### config.mk
export PLATFORM = sky130hd
export DESIGN_NAME = muldiv_ctrl_flat
export DESIGN_NICKNAME = d
export VERILOG_FILES = /design/src/rtl/muldiv_pkg.sv /design/src/rtl/muldiv_if.sv /design/src/rtl/muldiv_core.sv /design/src/rtl/muldiv_ctrl.sv /design/src/flat_wrapper.sv
export SDC_FILE = /design/constraint.sdc
export NUM_CORES = 1
export LEC_CHECK = 0
export BUFFER_PORTS_ARGS = -buffer_cell sky130_fd_sc_hd__buf_2
export CAP_MARGIN = 5
export CORE_UTILIZATION = 42
export CTS_CLUSTER_DIAMETER = 30
export DETAILED_ROUTE_END_ITERATION = 12
export PLACE_DENSITY_LB_ADDON = 0.15
export REMOVE_ABC_BUFFERS = 1
export SLEW_MARGIN = 20
export SYNTH_ARGS = -nofsm -noshare
export SYNTH_HDL_FRONTEND = slang
export SYNTH_SLANG_ARGS = --single-unit
### constraint.sdc
create_clock -name clk_i -period 6.86 [get_ports clk_i]
set_input_delay 0.686 -clock clk_i [delete_from_list [all_inputs] [get_ports clk_i]]
set_output_delay 0.686 -clock clk_i [all_outputs]
set_load 0.05 [all_outputs]
### src/rtl/muldiv_pkg.sv
// rtl/muldiv_pkg.sv - RV32M op encodings, controller state codes and operand helpers
package muldiv_pkg;

   localparam logic [2:0] OP_MUL    = 3'd0;
   localparam logic [2:0] OP_MULH   = 3'd1;
   localparam logic [2:0] OP_MULHSU = 3'd2;
   localparam logic [2:0] OP_MULHU  = 3'd3;
   localparam logic [2:0] OP_DIV    = 3'd4;
   localparam logic [2:0] OP_DIVU   = 3'd5;
   localparam logic [2:0] OP_REM    = 3'd6;
   localparam logic [2:0] OP_REMU   = 3'd7;

   localparam logic [2:0] S_IDLE = 3'd0;
   localparam logic [2:0] S_FAST = 3'd1;
   localparam logic [2:0] S_CALC = 3'd2;
   localparam logic [2:0] S_FIX  = 3'd3;
   localparam logic [2:0] S_DONE = 3'd4;

   typedef struct packed {
      logic a_zero;
      logic a_one;
      logic a_neg1;
      logic b_zero;
      logic b_one;
      logic b_neg1;
   } opnd_flags_t;

   function automatic logic is_div(input logic [2:0] op);
      return op[2];
   endfunction

   function automatic logic is_rem(input logic [2:0] op);
      return op[2] & op[1];
   endfunction

   function automatic logic is_signed_a(input logic [2:0] op);
      return (op == OP_MUL) | (op == OP_MULH) | (op == OP_MULHSU) |
             (op == OP_DIV) | (op == OP_REM);
   endfunction

   function automatic logic is_signed_b(input logic [2:0] op);
      return (op == OP_MUL) | (op == OP_MULH) | (op == OP_DIV) | (op == OP_REM);
   endfunction

endpackage

### src/rtl/muldiv_if.sv
// rtl/muldiv_if.sv - execute-stage request / writeback result bundle for the mul/div unit
interface muldiv_if #(parameter int XLEN = 32);

   logic            flush_i;
   logic            req_valid_i;
   logic            req_ready_o;
   logic [2:0]      op_i;
   logic [XLEN-1:0] rs1_i;
   logic [XLEN-1:0] rs2_i;
   logic            res_valid_o;
   logic            res_ready_i;
   logic [XLEN-1:0] res_o;
   logic            busy_o;

   modport master (
      output flush_i, req_valid_i, op_i, rs1_i, rs2_i, res_ready_i,
      input  req_ready_o, res_valid_o, res_o, busy_o
   );

   modport slave (
      input  flush_i, req_valid_i, op_i, rs1_i, rs2_i, res_ready_i,
      output req_ready_o, res_valid_o, res_o, busy_o
   );

endinterface

### src/rtl/muldiv_core.sv
// rtl/muldiv_core.sv - unsigned shift-add multiply / restoring divide datapath, STEP_BITS per step
module muldiv_core #(
   parameter int XLEN      = 32,
   parameter int STEP_BITS = 1
) (
   input  logic              clk_i,
   input  logic              reset_i,
   input  logic              start,
   input  logic              step,
   input  logic              last,
   input  logic              div,
   input  logic [XLEN-1:0]   a,
   input  logic [XLEN-1:0]   b,
   output logic              done,
   output logic [2*XLEN-1:0] acc
);

   logic [2*XLEN-1:0] acc_q;
   logic [2*XLEN-1:0] acc_nxt;
   logic [XLEN-1:0]   opnd_q;
   logic              div_q;

   // Multiply: {partial, multiplier} shifts right; the multiplicand is added into the top half.
   function automatic logic [2*XLEN-1:0] mul_bit(input logic [2*XLEN-1:0] cur,
                                                 input logic [XLEN-1:0]   mcand);
      logic [XLEN:0] sum;
      sum = {1'b0, cur[2*XLEN-1:XLEN]} + (cur[0] ? {1'b0, mcand} : '0);
      return {sum, cur[XLEN-1:1]};
   endfunction

   // Divide: {remainder, dividend} shifts left; quotient bits fill in from the bottom.
   function automatic logic [2*XLEN-1:0] div_bit(input logic [2*XLEN-1:0] cur,
                                                 input logic [XLEN-1:0]   dvs);
      logic [XLEN:0] tmp;
      logic [XLEN:0] diff;
      tmp  = cur[2*XLEN-1:XLEN-1];
      diff = tmp - {1'b0, dvs};
      if (!diff[XLEN])
         return {diff[XLEN-1:0], cur[XLEN-2:0], 1'b1};
      else
         return {tmp[XLEN-1:0], cur[XLEN-2:0], 1'b0};
   endfunction

   always_comb begin
      acc_nxt = acc_q;
      for (int i = 0; i < STEP_BITS; i++)
         acc_nxt = div_q ? div_bit(acc_nxt, opnd_q) : mul_bit(acc_nxt, opnd_q);
   end

   always_ff @(posedge clk_i or negedge reset_i) begin
      if (!reset_i) begin
         acc_q  <= '0;
         opnd_q <= '0;
         div_q  <= 1'b0;
      end else if (start) begin
         div_q  <= div;
         acc_q  <= {{XLEN{1'b0}}, (div ? a : b)};
         opnd_q <= div ? b : a;
      end else if (step) begin
         acc_q  <= acc_nxt;
      end
   end

   assign done = step & last;
   assign acc  = acc_q;

endmodule

### src/rtl/muldiv_ctrl.sv
// rtl/muldiv_ctrl.sv - RV32M mul/div sequencer: classify, fast-resolve, iterate, sign-fix, hold result
// MULDIV_FASTPATH_EN widens the set of operand patterns resolved without iterating.
module muldiv_ctrl
   import muldiv_pkg::*;
#(
   parameter int XLEN      = 32,
   parameter int STEP_BITS = 1
) (
   input logic     clk_i,
   input logic     reset_i,
   muldiv_if.slave bus
);

   localparam int NSTEP = XLEN / STEP_BITS;
   localparam int CNT_W = (NSTEP > 1) ? $clog2(NSTEP) : 1;
   localparam logic [CNT_W-1:0] CNT_LAST = CNT_W'(NSTEP - 1);

`ifdef MULDIV_FASTPATH_EN
   localparam logic FAST_EN = 1'b1;
`else
   localparam logic FAST_EN = 1'b0;
`endif

   logic [2:0]        state_q;
   logic [CNT_W-1:0]  cnt_q;
   logic              core_loaded_q;
   logic [2:0]        op_q;
   logic [XLEN-1:0]   rs1_q;
   logic [XLEN-1:0]   rs2_q;
   logic [XLEN-1:0]   mag_a_q;
   logic [XLEN-1:0]   mag_b_q;
   opnd_flags_t       flg_q;
   logic              neg_q;
   logic [XLEN-1:0]   res_q;

   logic              sa;
   logic              sb;
   opnd_flags_t       flg_d;
   logic              fast_hit;
   logic [XLEN-1:0]   fast_res;
   logic [XLEN-1:0]   fix_res;
   logic [2*XLEN-1:0] prod_s;
   logic [XLEN-1:0]   dsel;

   logic              core_start;
   logic              core_step;
   logic              core_done;
   logic [2*XLEN-1:0] core_acc;

   assign sa = is_signed_a(bus.op_i) & bus.rs1_i[XLEN-1];
   assign sb = is_signed_b(bus.op_i) & bus.rs2_i[XLEN-1];

   always_comb begin
      flg_d.a_zero = (bus.rs1_i == '0);
      flg_d.a_one  = (bus.rs1_i == XLEN'(1));
      flg_d.a_neg1 = &bus.rs1_i;
      flg_d.b_zero = (bus.rs2_i == '0);
      flg_d.b_one  = (bus.rs2_i == XLEN'(1));
      flg_d.b_neg1 = &bus.rs2_i;
   end

   // Divide-by-zero always short-circuits; the other trivial cases only with the fast path built in.
   always_comb begin
      fast_hit = is_div(bus.op_i) & flg_d.b_zero;
      if (FAST_EN) begin
         if (is_div(bus.op_i))
            fast_hit = fast_hit | flg_d.a_zero | flg_d.b_one |
                       (is_signed_b(bus.op_i) & flg_d.b_neg1);
         else
            fast_hit = fast_hit | flg_d.a_zero | flg_d.b_zero |
                       ((bus.op_i == OP_MUL) & (flg_d.a_one | flg_d.b_one));
      end
   end

   always_comb begin
      fast_res = '0;
      if (is_div(op_q)) begin
         if (flg_q.b_zero)
            fast_res = is_rem(op_q) ? rs1_q : '1;
         else if (flg_q.a_zero || is_rem(op_q))
            fast_res = '0;
         else if (flg_q.b_one)
            fast_res = rs1_q;
         else if (flg_q.b_neg1)
            fast_res = flg_q.a_neg1 ? XLEN'(1) : -rs1_q;
      end else begin
         if (flg_q.a_zero || flg_q.b_zero)
            fast_res = '0;
         else if (flg_q.b_one)
            fast_res = rs1_q;
         else if (flg_q.a_one)
            fast_res = rs2_q;
      end
   end

   always_comb begin
      prod_s = neg_q ? -core_acc : core_acc;
      dsel   = is_rem(op_q) ? core_acc[2*XLEN-1:XLEN] : core_acc[XLEN-1:0];
      if (is_div(op_q))
         fix_res = neg_q ? -dsel : dsel;
      else if (op_q == OP_MUL)
         fix_res = prod_s[XLEN-1:0];
      else
         fix_res = prod_s[2*XLEN-1:XLEN];
   end

   // First CALC cycle loads the core from the registered magnitudes; stepping starts after.
   assign core_start = (state_q == S_CALC) & ~core_loaded_q;
   assign core_step  = (state_q == S_CALC) &  core_loaded_q;

   muldiv_core #(.XLEN(XLEN), .STEP_BITS(STEP_BITS)) u_core (
      .clk_i   (clk_i),
      .reset_i (reset_i),
      .start   (core_start),
      .step    (core_step),
      .last    (cnt_q == CNT_LAST),
      .div     (is_div(op_q)),
      .a       (mag_a_q),
      .b       (mag_b_q),
      .done    (core_done),
      .acc     (core_acc)
   );

   always_ff @(posedge clk_i or negedge reset_i) begin
      if (!reset_i) begin
         state_q       <= S_IDLE;
         cnt_q         <= '0;
         core_loaded_q <= 1'b0;
         op_q          <= '0;
         rs1_q         <= '0;
         rs2_q         <= '0;
         mag_a_q       <= '0;
         mag_b_q       <= '0;
         flg_q         <= '0;
         neg_q         <= 1'b0;
         res_q         <= '0;
      end else if (bus.flush_i) begin
         state_q       <= S_IDLE;
         cnt_q         <= '0;
         core_loaded_q <= 1'b0;
      end else begin
         case (state_q)
            S_IDLE: begin
               if (bus.req_valid_i) begin
                  op_q          <= bus.op_i;
                  rs1_q         <= bus.rs1_i;
                  rs2_q         <= bus.rs2_i;
                  mag_a_q       <= sa ? -bus.rs1_i : bus.rs1_i;
                  mag_b_q       <= sb ? -bus.rs2_i : bus.rs2_i;
                  flg_q         <= flg_d;
                  neg_q         <= is_rem(bus.op_i) ? sa : (sa ^ sb);
                  cnt_q         <= '0;
                  core_loaded_q <= 1'b0;
                  state_q       <= fast_hit ? S_FAST : S_CALC;
               end
            end
            S_FAST: begin
               res_q   <= fast_res;
               state_q <= S_DONE;
            end
            S_CALC: begin
               if (!core_loaded_q)
                  core_loaded_q <= 1'b1;
               else if (core_done)
                  state_q <= S_FIX;
               else
                  cnt_q <= cnt_q + CNT_W'(1);
            end
            S_FIX: begin
               res_q   <= fix_res;
               state_q <= S_DONE;
            end
            S_DONE: begin
               if (bus.res_ready_i)
                  state_q <= S_IDLE;
            end
            default: state_q <= S_IDLE;
         endcase
      end
   end

   assign bus.req_ready_o = (state_q == S_IDLE) & ~bus.flush_i;
   assign bus.res_valid_o = (state_q == S_DONE);
   assign bus.busy_o      = (state_q != S_IDLE);
   assign bus.res_o       = res_q;

endmodule

### src/flat_wrapper.sv
// flat-port wrapper written by rule: the top's interface ports become plain ports
module muldiv_ctrl_flat import muldiv_pkg::*;
#(
   parameter int XLEN      = 32,
   parameter int STEP_BITS = 1
)
  (clk_i, reset_i, bus_flush_i, bus_req_valid_i, bus_op_i, bus_rs1_i, bus_rs2_i, bus_res_ready_i, bus_req_ready_o, bus_res_valid_o, bus_res_o, bus_busy_o);
  muldiv_if #(.XLEN(XLEN)) bus_i ();
  input logic clk_i;
  input logic reset_i;
  input wire logic [$bits(bus_i.flush_i)-1:0] bus_flush_i;
  input wire logic [$bits(bus_i.req_valid_i)-1:0] bus_req_valid_i;
  input wire logic [$bits(bus_i.op_i)-1:0] bus_op_i;
  input wire logic [$bits(bus_i.rs1_i)-1:0] bus_rs1_i;
  input wire logic [$bits(bus_i.rs2_i)-1:0] bus_rs2_i;
  input wire logic [$bits(bus_i.res_ready_i)-1:0] bus_res_ready_i;
  output wire logic [$bits(bus_i.req_ready_o)-1:0] bus_req_ready_o;
  output wire logic [$bits(bus_i.res_valid_o)-1:0] bus_res_valid_o;
  output wire logic [$bits(bus_i.res_o)-1:0] bus_res_o;
  output wire logic [$bits(bus_i.busy_o)-1:0] bus_busy_o;
  assign bus_i.flush_i = bus_flush_i;
  assign bus_i.req_valid_i = bus_req_valid_i;
  assign bus_i.op_i = bus_op_i;
  assign bus_i.rs1_i = bus_rs1_i;
  assign bus_i.rs2_i = bus_rs2_i;
  assign bus_i.res_ready_i = bus_res_ready_i;
  assign bus_req_ready_o = bus_i.req_ready_o;
  assign bus_res_valid_o = bus_i.res_valid_o;
  assign bus_res_o = bus_i.res_o;
  assign bus_busy_o = bus_i.busy_o;
  muldiv_ctrl #(.XLEN(XLEN), .STEP_BITS(STEP_BITS)) u_core (.clk_i(clk_i), .reset_i(reset_i), .bus(bus_i));
endmodule
==> impl_metrics.toml, run 1 <==
[outcome]
outcome = "completed"

[power_and_ir_drop]
pwr-share-seq = 0.275
p_leak_uw = 0.0112
power.share.combinational = 0.297
switchingPower_uw = 3190
p_int_uw = 5440
p_sw_frac = 0.370
power.density_nw_per_um2 = 335
power_uw = 8640
clkPwrFrac = 0.428
peakVddDrop_v = 0.000198

[yosys]
synth_mux_area_frac = 0.0716
synth_top_area_frac = 0.309
synth_commonest_cells = "nand2_1 (512), o21ai_0 (329), dfrtp_1 (274)"
ys_seq_elements = 274
async_flop_share = 1.00
synthMostInstantiatedCell = "nand2_1"
yosysWarnings = 0
synthAdderAreaFrac = 0.0441
netlist_area_um2 = 22200
yosysTopAreaCell = "dfrtp_1"
synthTopCellsByArea = "dfrtp_1 (31%), nand2_1 (8.7%), o21ai_0 (7.4%), mux2i_1 (5.2%), ha_1 (4.2%)"
syn_area_per_cell_um2 = 7.68
synth-compound-area-share = 0.225
netlist_instances = 2890
synth-simple-area-share = 0.226
synth_edf_count = 0
ys_types = 82
synth_top_family_by_area = "simple AND/OR/NAND/NOR gates"
yosysSeqAreaShare = 0.309
synth_xor_area_frac = 0.0746
synth-main-ff-cell = "dfrtp_1"

[die]
io_pins = 107
fp-row-count = 83
die_x_um = 232
start_util = 0.429
dieArea_um2 = 53700
die_y_um = 232
core_um2 = 51700

[clocking]
clk_path_buf_depth = 3
cts_hold_buf = 0
cts_setup_buffers = 0
cts_resized = 0
cts-root-buf = "clkbuf_16"
cts_buffers = 78
clk_latency_ns = 0.63
cts_tree = "done"
clkSinkCount = 274
htreeDepth = 3
path_clk_slew_ns = 0.04

[worst_setup_path]
crit_type = "register to register"
cp-start-kind = "register"
end_kind = "register"
required_ns = 7.38
cp.arrival_ns = 5.00
crit_fanout = 12

[sta]
setup_viol = 0
slew_violations = 0
min_period_ns = 4.49
fin_setup_tns_ns = 0
finalCritPeriodShare = 0.654
hold_viol_final = 0
clock.fmax_mhz = 223
whs_ns = 0.0253
slew-limit-headroom = 0.247
rsz0062_at_grt = "false"
worst_slew_pin_slew_ns = 1.12
fin_skew_ns = 0.0227

[placement]
placed_cells = 3491
place.gp.congestion = 0.963
placement.io_buffers = 106
dp.final_hpwl_um = 61800

[cells_and_area]
final_nets = 3040
diodes = 0
layout-drive-gt1-share = 0.115
final_cells = 3633
area_delta_synth_final_pct = 16.1

[grt]
grt_overflow = 0
grt_pass1_wl_um = 129000
grt_pass1_vias = 21200
antenna_found_initial = 1
grt_use_total = 0.315
grt_max_degree = 145

[drt]
drt_pass1_iterations = 8
vias = 22100
totalWireLength_um = 84600
ant_nets = 0
dr.first_iter.drc_count = 2102
drc = 0
vias_per_cell = 6.08
wire_per_inst_um = 23.3

[job]
drv_cap = 0

[hold_path]
hold_path.class = "primary input to async pin"
-- stage by stage --
| stage | setup slack (ns) | utilization | cell area [µm²] |
|---|---|---|---|
| 3_5_place_dp | 2.48 | 0.445 | 23000 |
| 4_1_cts | 2.43 | 0.498 | 25700 |
| 6_report | 2.37 | 0.498 | 25700 |
| 5_1_grt | 2.13 | 0.498 | 25700 |
| 3_3_place_gp | 2.62 | 0.445 | 23000 |
| 2_1_floorplan | 0.670 | - | 21400 |
-- cells by family after synthesis --
family | count (synthesis)
and+or+nand+nor | 1093
AOI/OAI and AO/OA | 814
buffers and inverters | 289
DFF | 274
xor gates and xnor gates | 189
muxes | 154
adders and majority gates | 77
-- metal layers --
metal	part of all wire	GRT usage	wire, µm
met5	0	0	0
met4	0.033	0.123	2820
met3	0.066	0.0500	5580
met2	0.45	0.493	38300
met1	0.45	0.432	37900
-- layout by cell type, fill, tap and decap left out, types with 26 or more instances in the layout --
| cell type | count |
|---|---|
| a21oi_1 | 183 |
| a22oi_1 | 26 |
| buf_2 | 105 |
| buf_4 | 26 |
| clkbuf_16 | 78 |
| dfrtp_1 | 270 |
| ha_1 | 75 |
| inv_1 | 75 |
| mux2_2 | 38 |
| mux2i_1 | 116 |
| nand2_1 | 511 |
| nand3_1 | 45 |
| nand4_1 | 27 |
| nor2_1 | 204 |
| nor3_1 | 79 |
| nor4_1 | 35 |
| o211ai_1 | 28 |
| o21ai_0 | 328 |
| o31ai_1 | 46 |
| or3_1 | 35 |
| xnor2_1 | 106 |
| xor2_1 | 83 |
-- sequential cells by signal, indices dropped and copies added (netlist names), 5 cells and up --
name	count
u_core.bus.res_o	32
u_core.cnt_q	5
u_core.flg_q	6
u_core.mag_a_q	32
u_core.mag_b_q	32
u_core.rs1_q	31
u_core.rs2_q	31
u_core.u_core.acc	64
u_core.u_core.opnd_q	32
-- power groups by stage --
stage	sequential [µW]	combinational (µW)	clock, µW
after floorplan	2260	1770	0
after global placement	2360	2510	0
after detailed placement	2370	2510	0
after CTS	2350	2530	3740
after global routing	2400	2830	3850
final	2370	2570	3700
-- worst max-delay path: stages (launching register included) --
cell,delay [ns]
dfrtp_1,0.42
inv_1,0.13
ha_1,0.19
fa_1,0.23
nor2b_1,0.07
o31a_1,0.27
o31ai_1,0.49
a21oi_1,0.18
nor3_1,0.61
nor3_1,0.16
nand4b_1,0.73
or4_1,0.74
o211ai_1,0.16
-- final cells by class --
| type | count | area, µm² |
|---|---|---|
| Clock buffer | 108 | 2190 |
| Clock inverter | 34 | 520 |
| Fill cell | 5129 | 26000 |
| Inverter | 76 | 285 |
| Multi-Input combinational cell | 2327 | 14300 |
| Sequential cell | 274 | 6860 |
| Tap cell | 680 | 851 |
| Timing Repair Buffer | 134 | 776 |
-- path summary, 6_finish.rpt --
check                                              start  depth (start not counted)  slack [ns]                        to
worst max-delay path               u_core.u_core.acc[31]                         12        2.37     u_core.u_core.acc[60]
worst min-delay path                             reset_i                          1        0.03          u_core.rs2_q[11]
worst max register to register     u_core.u_core.acc[31]                         12        2.37     u_core.u_core.acc[60]
worst min register to register  u_core.u_core.opnd_q[18]                          2        0.48  u_core.u_core.opnd_q[18]
max in group asynchronous                        reset_i                          2        5.48       u_core.u_core.div_q
min in group clk_i                         bus_rs2_i[24]                          3        0.33          u_core.rs2_q[24]
Power figures use the tool's default switching activity.
==> run 2, diff against run 1 <==
ABC_AREA = 1   (was default)
clock period = 3.68 ns   (was 6.86 ns; I/O delays follow)
==> run 2 against run 1 <==
  * Combinational power grew to 7.0 times the previous value
  * Register-to-register slack got worse by 2.1 ns
  * Utilization increased by 0.31 points
  * Clock skew rose by 0.023 ns
  * Clock power increased by 91%
  * Die area increased by 12%
  * Worst setup slack got worse by 2.1 ns
  * Via count increased by 32%
  * Critical path depth grew 2
  * Routed wire length up 29%
  * Sequential cell count did not move
  * Sequential share of layout area decreased by 3.1 points
  * Largest power group is now combinational logic
==> impl_metrics.toml, run 2 <==
[sta]
post-route-worst-setup-slack_ns = 0.316
min_period_ns = 3.36
slew-limit-headroom = 0.291
setup_viol = 0
clock.fmax_mhz = 297
fin_skew_ns = 0.0454
slew_violations = 0
worst_slew_pin_slew_ns = 1.06
hold_viol_final = 0
finalCritPeriodShare = 0.914
rsz0062_at_grt = "false"

[cells_and_area]
final_common_cell = "nand2_1"
final_nets = 4363
final_cells = 5042
area_delta_synth_final_pct = 17.1
layout_common_cells = "nand2_1 (1173), inv_1 (464), nor2_1 (460)"
largest_register_ffs = 64
nFillCells = 6088
layout-drive-gt1-share = 0.0900

[drt]
ant_nets = 0
totalWireLength_um = 109000
dr.first_iter.drc_count = 3382
vias_per_cell = 5.80
drc = 0
wire_per_inst_um = 21.7
vias = 29200
drt_pass1_iterations = 5

[placement]
placed_cells = 4893
dp.final_hpwl_um = 85400
placement.io_buffers = 106
place_ws_ns = 0.463
place.gp.congestion = 1.05

[die]
io_pins = 107
start_util = 0.428
fp-row-count = 88
dieArea_um2 = 60100
die_x_um = 245
core_um2 = 58000
die_y_um = 245

[worst_setup_path]
cp-start-kind = "register"
cp.arrival_ns = 3.87
crit_start = "u_core.u_core.acc[0]"
crit_type = "register to register"
r2r_start = "u_core.u_core.acc[0]"
crit_fanout = 15
end_kind = "register"
required_ns = 4.19

[clocking]
clkSinkCount = 274
clk_latency_ns = 0.64
clk_path_buf_depth = 3
cts_resized = 0
path_clk_slew_ns = 0.04
cts-root-buf = "clkbuf_16"
cts_buffers = 79
htreeDepth = 3
cts_tree = "done"

[power_and_ir_drop]
peakVddDrop_v = 0.000526
p_leak_uw = 0.0144
power.density_nw_per_um2 = 1070

[yosys]
synthMostInstantiatedCell = "nand2_1"
yosysTopAreaCell = "dfrtp_1"
netlist_instances = 4126
synth-main-ff-cell = "dfrtp_1"
synth_top_area_frac = 0.276
ys_seq_elements = 274
netlist_area_um2 = 24800
syn_area_per_cell_um2 = 6.02
synth_edf_count = 0
ys_types = 52
synth_commonest_cells = "nand2_1 (1175), inv_1 (465), nor2_1 (464)"
async_flop_share = 1.00
synthTopCellsByArea = "dfrtp_1 (28%), nand2_1 (18%), nand3_1 (8.7%), inv_1 (7.0%), nor2_1 (7.0%)"
yosysSeqAreaShare = 0.276
yosysWarnings = 0

[outcome]
outcome = "completed"

[grt]
grt_use_total = 0.361
grt_pass1_wl_um = 164000
grt_overflow = 0
grt_max_degree = 83
antenna_found_initial = 7
grt_pass1_vias = 26700

[hold_path]
min_from = "bus_rs1_i[6]"
hold_path.class = "primary input to register"

[job]
drv_cap = 0
run 2: layout make-up:
cell class | count | area (µm²) | area share
multi-input cells | 3200 | 15400 | 0.531
inverters | 476 | 1790 | 0.0616
diodes | 1 | 2.50 | 0.0000861
repair buffers | 183 | 1230 | 0.0423
clock inverters | 40 | 576 | 0.0198
well taps | 765 | 957 | 0.0329
clock buffers | 103 | 2210 | 0.0759
flip-flops and latches | 274 | 6860 | 0.236
run 2: critical path, cell delays in order (launching register included):
cell and delay [ns]:
dfrtp_1 0.57, nand2_1 0.14, inv_1 0.05, ha_1 0.34, nand2_1 0.07, o21ai_0 0.56, a21oi_1 0.27, o21ai_0 0.62
nand2_1 0.15, nand3_1 0.11, nand3_1 0.08, nand2_1 0.11, inv_1 0.05, nand2_1 0.05, nand2_1 0.05
run 2: layer usage:
layer | global-route usage | share of wire | vias to the layer above
met3 | 0.0782 | 0.095 | 266
li1 | - | - | 13800
met4 | 0.157 | 0.045 | 10
met2 | 0.559 | 0.44 | 1418
met1 | 0.481 | 0.42 | 13700
met5 | 0 | 0.00054 | -
run 2: worst paths after layout:
check | endpoint | slack, ns | depth (start not counted)
min | u_core.mag_a_q[6] | 0.02 | 2
max reg2reg | u_core.u_core.acc[54] | 0.32 | 14
min in group asynchronous | u_core.u_core.acc[62] | 0.37 | 2
max in group asynchronous | u_core.neg_q | 2.38 | 3
max | u_core.u_core.acc[54] | 0.32 | 14
min reg2reg | u_core.bus.res_o[23] | 0.47 | 2
run 2: power breakdown:
group          leakage [µW]  switching (µW)  internal, µW  total [µW]
combinational       0.00963           12800          5130       17900
sequential          0.00346            1740          4380        6120
clock               0.00136            2200          4860        7060
total                0.0144           16700         14400       31100
run 2: cell families after synthesis:
family,share of synthesized area
AND/OR/NAND/NOR,0.388
AO/OA/AOI/OAI,0.183
buffers and inverters,0.103
flip-flops,0.276
adder cells (fa/ha/maj),0.0394
XOR/XNOR,0.00917
multiplexers,0.000806
run 2: through the flow:
step / area, µm² / hold slack, ns / setup TNS (ns) / util / total power (µW)
after floorplan: 24100 / 0.0724 / -433.84 / - / 17300
after global placement: 26200 / 0.435 / 0 / 0.452 / 23400
after detailed placement: 26200 / 0.436 / 0 / 0.452 / 23400
after CTS: 29100 / 0.00464 / 0 / 0.501 / 30600
after global routing: 29100 / 0.0128 / 0 / 0.501 / 33100
final: 29100 / 0.0172 / 0 / 0.501 / 31100
run 2: what timing repair did:
| item | CTS | global route |
|---|---|---|
| hold buffers | 5 | 0 |
| endpoints found under the hold margin | 81 | 0 |
| buffers inserted | 0 | 0 |
